===== src/rtl/router_term_monitor.sv =====
// -----------------------------------------------------------------------------
// router_term_monitor
//
// Passive checker that watches every output terminal of a ROWS x COLUMS mesh
// router. It flags stalled packets (timeout), misrouted packets (dst), pops
// without a pending packet (proto) and payloads that change while held
// pending (stab). It also counts delivered packets per terminal and captures
// the first error seen since the last reset/clear.
//
// Handshake: pndng[i] is the valid and pop[i] the ready of terminal i. A
// transfer happens in a cycle with pndng[i]=1 and pop[i]=1. A cycle with
// pndng[i]=1 and pop[i]=0 is a wait cycle, and the router must then hold
// data_out[i] stable. pop[i]=1 with pndng[i]=0 is a protocol violation.
//
// Ports
//   clk            rising-edge clock
//   reset          asynchronous active-low reset
//   clr            synchronous clear of flags, counters, wait counters, capture
//   data_out       per-terminal packet, terminal i at [i*PCK_SZ +: PCK_SZ]
//   pndng, pop     per-terminal handshake
//   timeout_err    sticky: TIMEOUT consecutive wait cycles
//   dst_err        sticky: transfer whose destination field is not i
//   proto_err      sticky: pop without pndng
//   stab_err       sticky: data changed after a wait cycle while still pending
//   pkt_cnt        saturating delivered-packet counts, terminal i at [i*CNT_W +: CNT_W]
//   err_any        OR of all sticky flags
//   first_err_*    capture of the first error (terminal, code, data)
// -----------------------------------------------------------------------------
module router_term_monitor #(
  parameter int ROWS     = 4,
  parameter int COLUMS   = 4,
  parameter int PCK_SZ   = 40,
  parameter int DST_MSB  = 39,
  parameter int DST_LSB  = 34,
  parameter int TIMEOUT  = 128,
  parameter int CNT_W    = 16,
  parameter int BCAST_EN = 0,
  parameter int BCAST_ID = 63,
  localparam int N_TERMS = 2*ROWS + 2*COLUMS,
  localparam int TERM_W  = $clog2(N_TERMS)
) (
  input  logic                      clk,
  input  logic                      reset,
  input  logic                      clr,
  input  logic [N_TERMS*PCK_SZ-1:0] data_out,
  input  logic [N_TERMS-1:0]        pndng,
  input  logic [N_TERMS-1:0]        pop,
  output logic [N_TERMS-1:0]        timeout_err,
  output logic [N_TERMS-1:0]        dst_err,
  output logic [N_TERMS-1:0]        proto_err,
  output logic [N_TERMS-1:0]        stab_err,
  output logic [N_TERMS*CNT_W-1:0]  pkt_cnt,
  output logic                      err_any,
  output logic                      first_err_vld,
  output logic [TERM_W-1:0]         first_err_term,
  output logic [1:0]                first_err_code,
  output logic [PCK_SZ-1:0]         first_err_data
);

  localparam int DST_W = DST_MSB - DST_LSB + 1;
  localparam int TO_W  = $clog2(TIMEOUT + 1);

  localparam logic [1:0] CODE_DST   = 2'd0;
  localparam logic [1:0] CODE_TO    = 2'd1;
  localparam logic [1:0] CODE_PROTO = 2'd2;
  localparam logic [1:0] CODE_STAB  = 2'd3;

  // Per-terminal state
  logic [TO_W-1:0]   wcnt_q [N_TERMS];
  logic [TO_W-1:0]   wcnt_d [N_TERMS];
  logic [PCK_SZ-1:0] dreg_q [N_TERMS];
  logic [PCK_SZ-1:0] dreg_d [N_TERMS];
  logic [CNT_W-1:0]  cnt_q  [N_TERMS];
  logic [CNT_W-1:0]  cnt_d  [N_TERMS];
  logic [N_TERMS-1:0] prev_wait_q, prev_wait_d;

  logic [N_TERMS-1:0] to_q, to_d, dst_q, dst_d, proto_q, proto_d, stab_q, stab_d;
  logic               err_any_q, err_any_d;
  logic               fe_vld_q, fe_vld_d;
  logic [TERM_W-1:0]  fe_term_q, fe_term_d;
  logic [1:0]         fe_code_q, fe_code_d;
  logic [PCK_SZ-1:0]  fe_data_q, fe_data_d;

  // Combinational event detection
  logic [PCK_SZ-1:0]  pkt [N_TERMS];
  logic [DST_W-1:0]   fld [N_TERMS];
  logic [N_TERMS-1:0] xfer, wait_c, to_evt, dst_evt, proto_evt, stab_evt;

  always_comb begin
    for (int i = 0; i < N_TERMS; i++) begin
      pkt[i]       = data_out[i*PCK_SZ +: PCK_SZ];
      fld[i]       = pkt[i][DST_MSB:DST_LSB];
      xfer[i]      = pndng[i] & pop[i];
      wait_c[i]    = pndng[i] & ~pop[i];
      // wcnt_q holds the waits already seen, so TIMEOUT-1 marks the TIMEOUT-th.
      to_evt[i]    = wait_c[i] && (wcnt_q[i] == TO_W'(TIMEOUT - 1));
      dst_evt[i]   = xfer[i] && (fld[i] != DST_W'(i)) &&
                     !((BCAST_EN != 0) && (fld[i] == DST_W'(BCAST_ID)));
      proto_evt[i] = pop[i] & ~pndng[i];
      stab_evt[i]  = pndng[i] && prev_wait_q[i] && (pkt[i] != dreg_q[i]);
    end
  end

  // Per-terminal next state
  always_comb begin
    for (int i = 0; i < N_TERMS; i++) begin
      wcnt_d[i] = wcnt_q[i];
      if (clr || !wait_c[i])
        wcnt_d[i] = '0;
      else if (wcnt_q[i] != TO_W'(TIMEOUT))
        wcnt_d[i] = wcnt_q[i] + 1'b1;

      dreg_d[i] = wait_c[i] ? pkt[i] : dreg_q[i];

      cnt_d[i] = cnt_q[i];
      if (clr)
        cnt_d[i] = '0;
      else if (xfer[i] && (cnt_q[i] != {CNT_W{1'b1}}))
        cnt_d[i] = cnt_q[i] + 1'b1;
    end
    prev_wait_d = wait_c;

    // An event in the clearing cycle still lands in the flag.
    to_d    = clr ? to_evt    : (to_q    | to_evt);
    dst_d   = clr ? dst_evt   : (dst_q   | dst_evt);
    proto_d = clr ? proto_evt : (proto_q | proto_evt);
    stab_d  = clr ? stab_evt  : (stab_q  | stab_evt);
    err_any_d = |{to_d, dst_d, proto_d, stab_d};
  end

  // First-error selection: lowest terminal, then lowest code.
  logic              found;
  logic [TERM_W-1:0] sel_term;
  logic [1:0]        sel_code;
  logic [PCK_SZ-1:0] sel_data;

  always_comb begin
    found    = 1'b0;
    sel_term = '0;
    sel_code = '0;
    sel_data = '0;
    for (int i = 0; i < N_TERMS; i++) begin
      if (!found && (dst_evt[i] | to_evt[i] | proto_evt[i] | stab_evt[i])) begin
        found    = 1'b1;
        sel_term = TERM_W'(i);
        sel_data = pkt[i];
        if (dst_evt[i])      sel_code = CODE_DST;
        else if (to_evt[i])  sel_code = CODE_TO;
        else if (proto_evt[i]) sel_code = CODE_PROTO;
        else                 sel_code = CODE_STAB;
      end
    end

    fe_vld_d  = fe_vld_q;
    fe_term_d = fe_term_q;
    fe_code_d = fe_code_q;
    fe_data_d = fe_data_q;
    if (clr || (!fe_vld_q && found)) begin
      fe_vld_d  = found;
      fe_term_d = sel_term;
      fe_code_d = sel_code;
      fe_data_d = sel_data;
    end
  end

  always_ff @(posedge clk or negedge reset) begin
    if (!reset) begin
      for (int i = 0; i < N_TERMS; i++) begin
        wcnt_q[i] <= '0;
        dreg_q[i] <= '0;
        cnt_q[i]  <= '0;
      end
      prev_wait_q <= '0;
      to_q        <= '0;
      dst_q       <= '0;
      proto_q     <= '0;
      stab_q      <= '0;
      err_any_q   <= 1'b0;
      fe_vld_q    <= 1'b0;
      fe_term_q   <= '0;
      fe_code_q   <= '0;
      fe_data_q   <= '0;
    end else begin
      for (int i = 0; i < N_TERMS; i++) begin
        wcnt_q[i] <= wcnt_d[i];
        dreg_q[i] <= dreg_d[i];
        cnt_q[i]  <= cnt_d[i];
      end
      prev_wait_q <= prev_wait_d;
      to_q        <= to_d;
      dst_q       <= dst_d;
      proto_q     <= proto_d;
      stab_q      <= stab_d;
      err_any_q   <= err_any_d;
      fe_vld_q    <= fe_vld_d;
      fe_term_q   <= fe_term_d;
      fe_code_q   <= fe_code_d;
      fe_data_q   <= fe_data_d;
    end
  end

  assign timeout_err    = to_q;
  assign dst_err        = dst_q;
  assign proto_err      = proto_q;
  assign stab_err       = stab_q;
  assign err_any        = err_any_q;
  assign first_err_vld  = fe_vld_q;
  assign first_err_term = fe_term_q;
  assign first_err_code = fe_code_q;
  assign first_err_data = fe_data_q;

  for (genvar g = 0; g < N_TERMS; g++) begin : g_cnt
    assign pkt_cnt[g*CNT_W +: CNT_W] = cnt_q[g];
  end

endmodule


===== config.mk =====
export PLATFORM = sky130hd
export DESIGN_NAME = router_term_monitor
export DESIGN_NICKNAME = d
export VERILOG_FILES = /design/src/rtl/router_term_monitor.sv
export SDC_FILE = /design/constraint.sdc
export NUM_CORES = 2
export LEC_CHECK = 0
export CAP_MARGIN = 5
export CELL_PAD_IN_SITES_DETAIL_PLACEMENT = 1
export CELL_PAD_IN_SITES_GLOBAL_PLACEMENT = 1
export CORE_AREA = 4 4 405 407
export CTS_BUF_LIST = sky130_fd_sc_hd__clkbuf_4 sky130_fd_sc_hd__clkbuf_8 sky130_fd_sc_hd__clkbuf_16
export DETAILED_ROUTE_END_ITERATION = 8
export DIE_AREA = 0 0 409 411
export PLACE_DENSITY = 0.73
export SLEW_MARGIN = 20
export SYNTH_ARGS = -nofsm -noshare
export SYNTH_HDL_FRONTEND = slang
export SYNTH_SLANG_ARGS = --single-unit

===== constraint.sdc =====
create_clock -name clk -period 4.4 [get_ports clk]
set_clock_uncertainty 0.1 [all_clocks]
set_input_delay 1.32 -clock clk [delete_from_list [all_inputs] [get_ports clk]]
set_output_delay 1.32 -clock clk [all_outputs]
set_load 0.02 [all_outputs]

==> out/qor.yml <==
detailed_routing:
  wl_per_cell_um: 31.1
  finalWirelength_um: 329000
  dr.pass1.iters: 7
  viasPerCell: 5.72
  drcViolationCount: 0
  drt_iter0_drc: 6129
  num_vias: 60604
  drtAntennaViolNets: 0
place:
  place_congestion: 1.01
  hpwl_um: 258000
  io_buffer_count: 1042
grt:
  grtUsageTotal: 0.374
  met2_usage: 0.574
  gr-total-overflow: 0
  grt_pass1_wl_um: 455000
  grtUsageMet3: 0.0993
  grt_busiest_layer: "met2"
  antenna_found_initial: 98
  grt.met1_usage: 0.468
  grt_pass1_vias: 63034
  grt_max_degree: 199
critical_path:
  path_common_cell: "buf_4"
  cpMaxStageDelayCell: "clkdlybuf4s50_1"
  cpPeakStageDelay_ps: 510
  crit_arrival_ps: 5090
  crit_buf_inv: 6
  path_max_fanout: 5
  crit_chain: "clkdlybuf4s50_1 > xor2_1 > nor4_2 > nand4_1 > o311ai_2 > buf_4 > and2_4 > nand4_4 > buf_6 > nor4_4 > buf_4 > buf_6 > nand3_2 > buf_4 > o21ai_2 > nor3b_1 > a21oi_2 > nand2_1"
  required_ps: 4960
  cp-end-kind: "register"
  cp-start-kind: "input port"
  cpLargestDelayFamily: "simple AND/OR/NAND/NOR gates"
  crit_type: "input port to register"
sta:
  setup_viol: 42
  finalCriticalPeriod_ps: 4530
  fin_ws_ps: -127
  slew_headroom: 0.271
  rsz0062_at_grt: "yes"
  finalSetupTns_ps: -2530
  report.final.slew_viol_count: 0
  worst_slew_pin_slew_ps: 1090
  hold_viol_final: 0
  fmax_ghz: 0.221
  period_share: 1.03
layout:
  area_growth_pct: 51.9
  final_layout_size_suffix_gt1_frac: 0.295
  ff_latch_area_sq_um: 28800
  fillers: 17242
  multi_input_area_sq_um: 32600
  fin_nets: 8980
power_and_ir_drop:
  power_uw: 31800
  power_frac_clock: 0.406
  swShare: 0.297
  netSwitchingPower_uw: 9440
  peakVddDrop_v: 0.000377
  power_density_nw_per_um2: 347
  power.internal_uw: 22300
  leakagePower_uw: 0.0412
  share_seq_of_total_power: 0.389
  p_comb_frac: 0.205
yosys:
  synth_cell_types: 91
  syn_nets: 6722
  ys_seq_area_frac: 0.478
  synth_flop_cell: "dfrtp_1"
  synth_edf_count: 0
  syn_inst: 5999
  syn_area_per_cell_sq_um: 10.0
  ys_seq_elements: 1152
  synthArstFlopShare: 1.00
  synth_area_sq_um: 60300
  yosysWarnings: 0
floorplan:
  io_pins: 1043
  rows: 147
  die_height_um: 411
  dieArea_sq_um: 168000
  design.core.area_sq_um: 160000
  initial_core_util: 0.376
  dieWidth_um: 409
outcome:
  violations: "negative setup slack"
  status: "finished with violations"
clocking:
  cts.clk_slew.worst_paths_ps: 60
  cts.sinks: 1152
  clock_latency_ps: 790
  cts_hold_buf: 0
  clock_path_buffers: 3
  cts_root_buf: "clkbuf_16"
  cts_tree: "yes"
  htree_levels: 4
  numCtsBuffers: 141
job:
  drv_cap: 0
min_path:
  hp-class: "register to register"
==> repair_timing <==
action / 4_1_cts / 5_1_grt
resized for setup: 532 / 458
endpoints found under the setup margin: 47 / 47
pin swaps: 164 / 238
cloned: 8 / 3
setup buffers: 56 / 36
==> power groups by stage <==
stage	Clock [uW]	Combinational (uW)	Sequential [uW]
finish	12900	6530	12400
global placement	0	5850	12400
detailed placement	0	5980	12500
global route	13500	6800	12400
CTS	13000	6200	12300
floorplan	0	2310	12400
==> routing by layer <==
metal / vias up / wire, um / part of all wire
li1: 25563 / - / -
met3: 849 / 30700 / 0.093
met1: 31064 / 128000 / 0.39
met2: 3098 / 145000 / 0.44
met4: 30 / 24700 / 0.075
met5: - / 193 / 0.00059
==> layout by cell type, fill, tap and decap left out, types with 30 or more instances in the layout <==
master,Yosys,final
buf_4,3,1185
dfrtp_1,1152,1152
nand2_1,871,865
clkdlybuf4s50_1,0,666
xor2_1,568,536
nor2_1,475,456
mux2_2,452,452
xnor2_1,334,307
dlygate4sd2_1,0,191
inv_1,179,178
nand4_1,166,166
clkbuf_16,0,150
o21ai_0,162,146
dlymetal6s2s_1,0,145
a21oi_1,175,137
nand3_1,134,128
nor3_1,81,74
and3_1,78,72
diode_2,0,66
nor4_2,2,66
or3_1,70,64
buf_6,1,58
buf_12,0,58
nor4_1,127,50
ha_1,48,48
mux2i_1,53,46
o211ai_1,46,46
a221oi_1,55,36
clkbuf_8,0,35
a21o_1,33,32
clkbuf_4,0,30
==> final cells by class <==
class	instances	share of cell area
Antenna cell	66	0.00180
Clock buffer	212	0.0479
Clock inverter	45	0.00790
Inverter	184	0.00758
Multi-Input combinational cell	4419	0.356
Sequential cell	1152	0.315
Tap cell	2160	0.0295
Timing Repair Buffer	2359	0.235
==> metrics by stage <==
step | utilization | setup slack (ps) | instances | hold slack, ps | cell area (sq um)
after floorplan | - | 79.9 | 5999 | 365 | 60300
after global placement | 0.515 | -1640 | 10186 | 355 | 82400
after detailed placement | 0.515 | -1720 | 10186 | 363 | 82400
after CTS | 0.558 | -21.8 | 10504 | 374 | 89400
after global routing | 0.571 | -219 | 10576 | 414 | 91500
final | 0.572 | -127 | 10597 | 373 | 91600
==> state kept, by name (all words and copies together) (netlist names), 40 cells and up <==
signal,count
wcnt_q,128
first_err_data,40
dreg_q,640
pkt_cnt,256
==> cell families (layout without fill, tap and decap cells) <==
| group | count (synthesis) | after routing | share of synthesized area |
|---|---|---|---|
| AND/OR/NAND/NOR | 2152 | 2152 | 0.168 |
| other | 0 | 66 | 0 |
| XOR/XNOR | 902 | 902 | 0.131 |
| flip-flops | 1152 | 1152 | 0.478 |
| multiplexers | 505 | 505 | 0.0933 |
| adder cells (fa/ha/maj) | 48 | 48 | 0.00997 |
| buffers and inverters | 428 | 2800 | 0.0275 |
| AO/OA/AOI/OAI | 812 | 812 | 0.0920 |
==> cells in the mapped netlist (26+ instances only) <==
cell type     n  area [sq um]
a21o_1       33           248
a22o_1       26           228
ha_1         48           601
xor2_1      568          4970
a221oi_1     55           482
a31oi_1      27           169
xnor2_1     334          2930
nor3_1       81           405
clkbuf_1    199           747
nand4_1     166          1040
inv_1       179           672
o21ai_1      26           130
o21ai_0     162           811
nor4_1      127           795
nand3_1     134           671
a21oi_1     175           876
mux2i_1      53           531
dfrtp_1    1152         28800
or3_1        70           438
o211ai_1     46           345
o2111ai_1    34           298
and3_1       78           488
nor2_1      475          1780
mux2_2      452          5090
nand2_1     871          3270
==> tightest hold or removal path: cells and delay by family, from the launching register on <==
kind,cells,cell delay [ps]
flops,1,340
simple gates,2,100
==> path summary, 6_finish.rpt <==
kind                                      end  cells after the start                from  slack (ps)
min in group asynchronous        pkt_cnt[247]                      1               reset         450
min reg2reg                first_err_data[31]                      2  first_err_data[31]         370
max in group asynchronous         dreg_q[262]                      2               reset        2440
max                         first_err_code[0]                     18       data_out[323]        -130
max reg2reg                first_err_data[16]                     19         wcnt_q[113]         300
min                        first_err_data[31]                      2  first_err_data[31]         370
(Power assumes the default switching activity.)
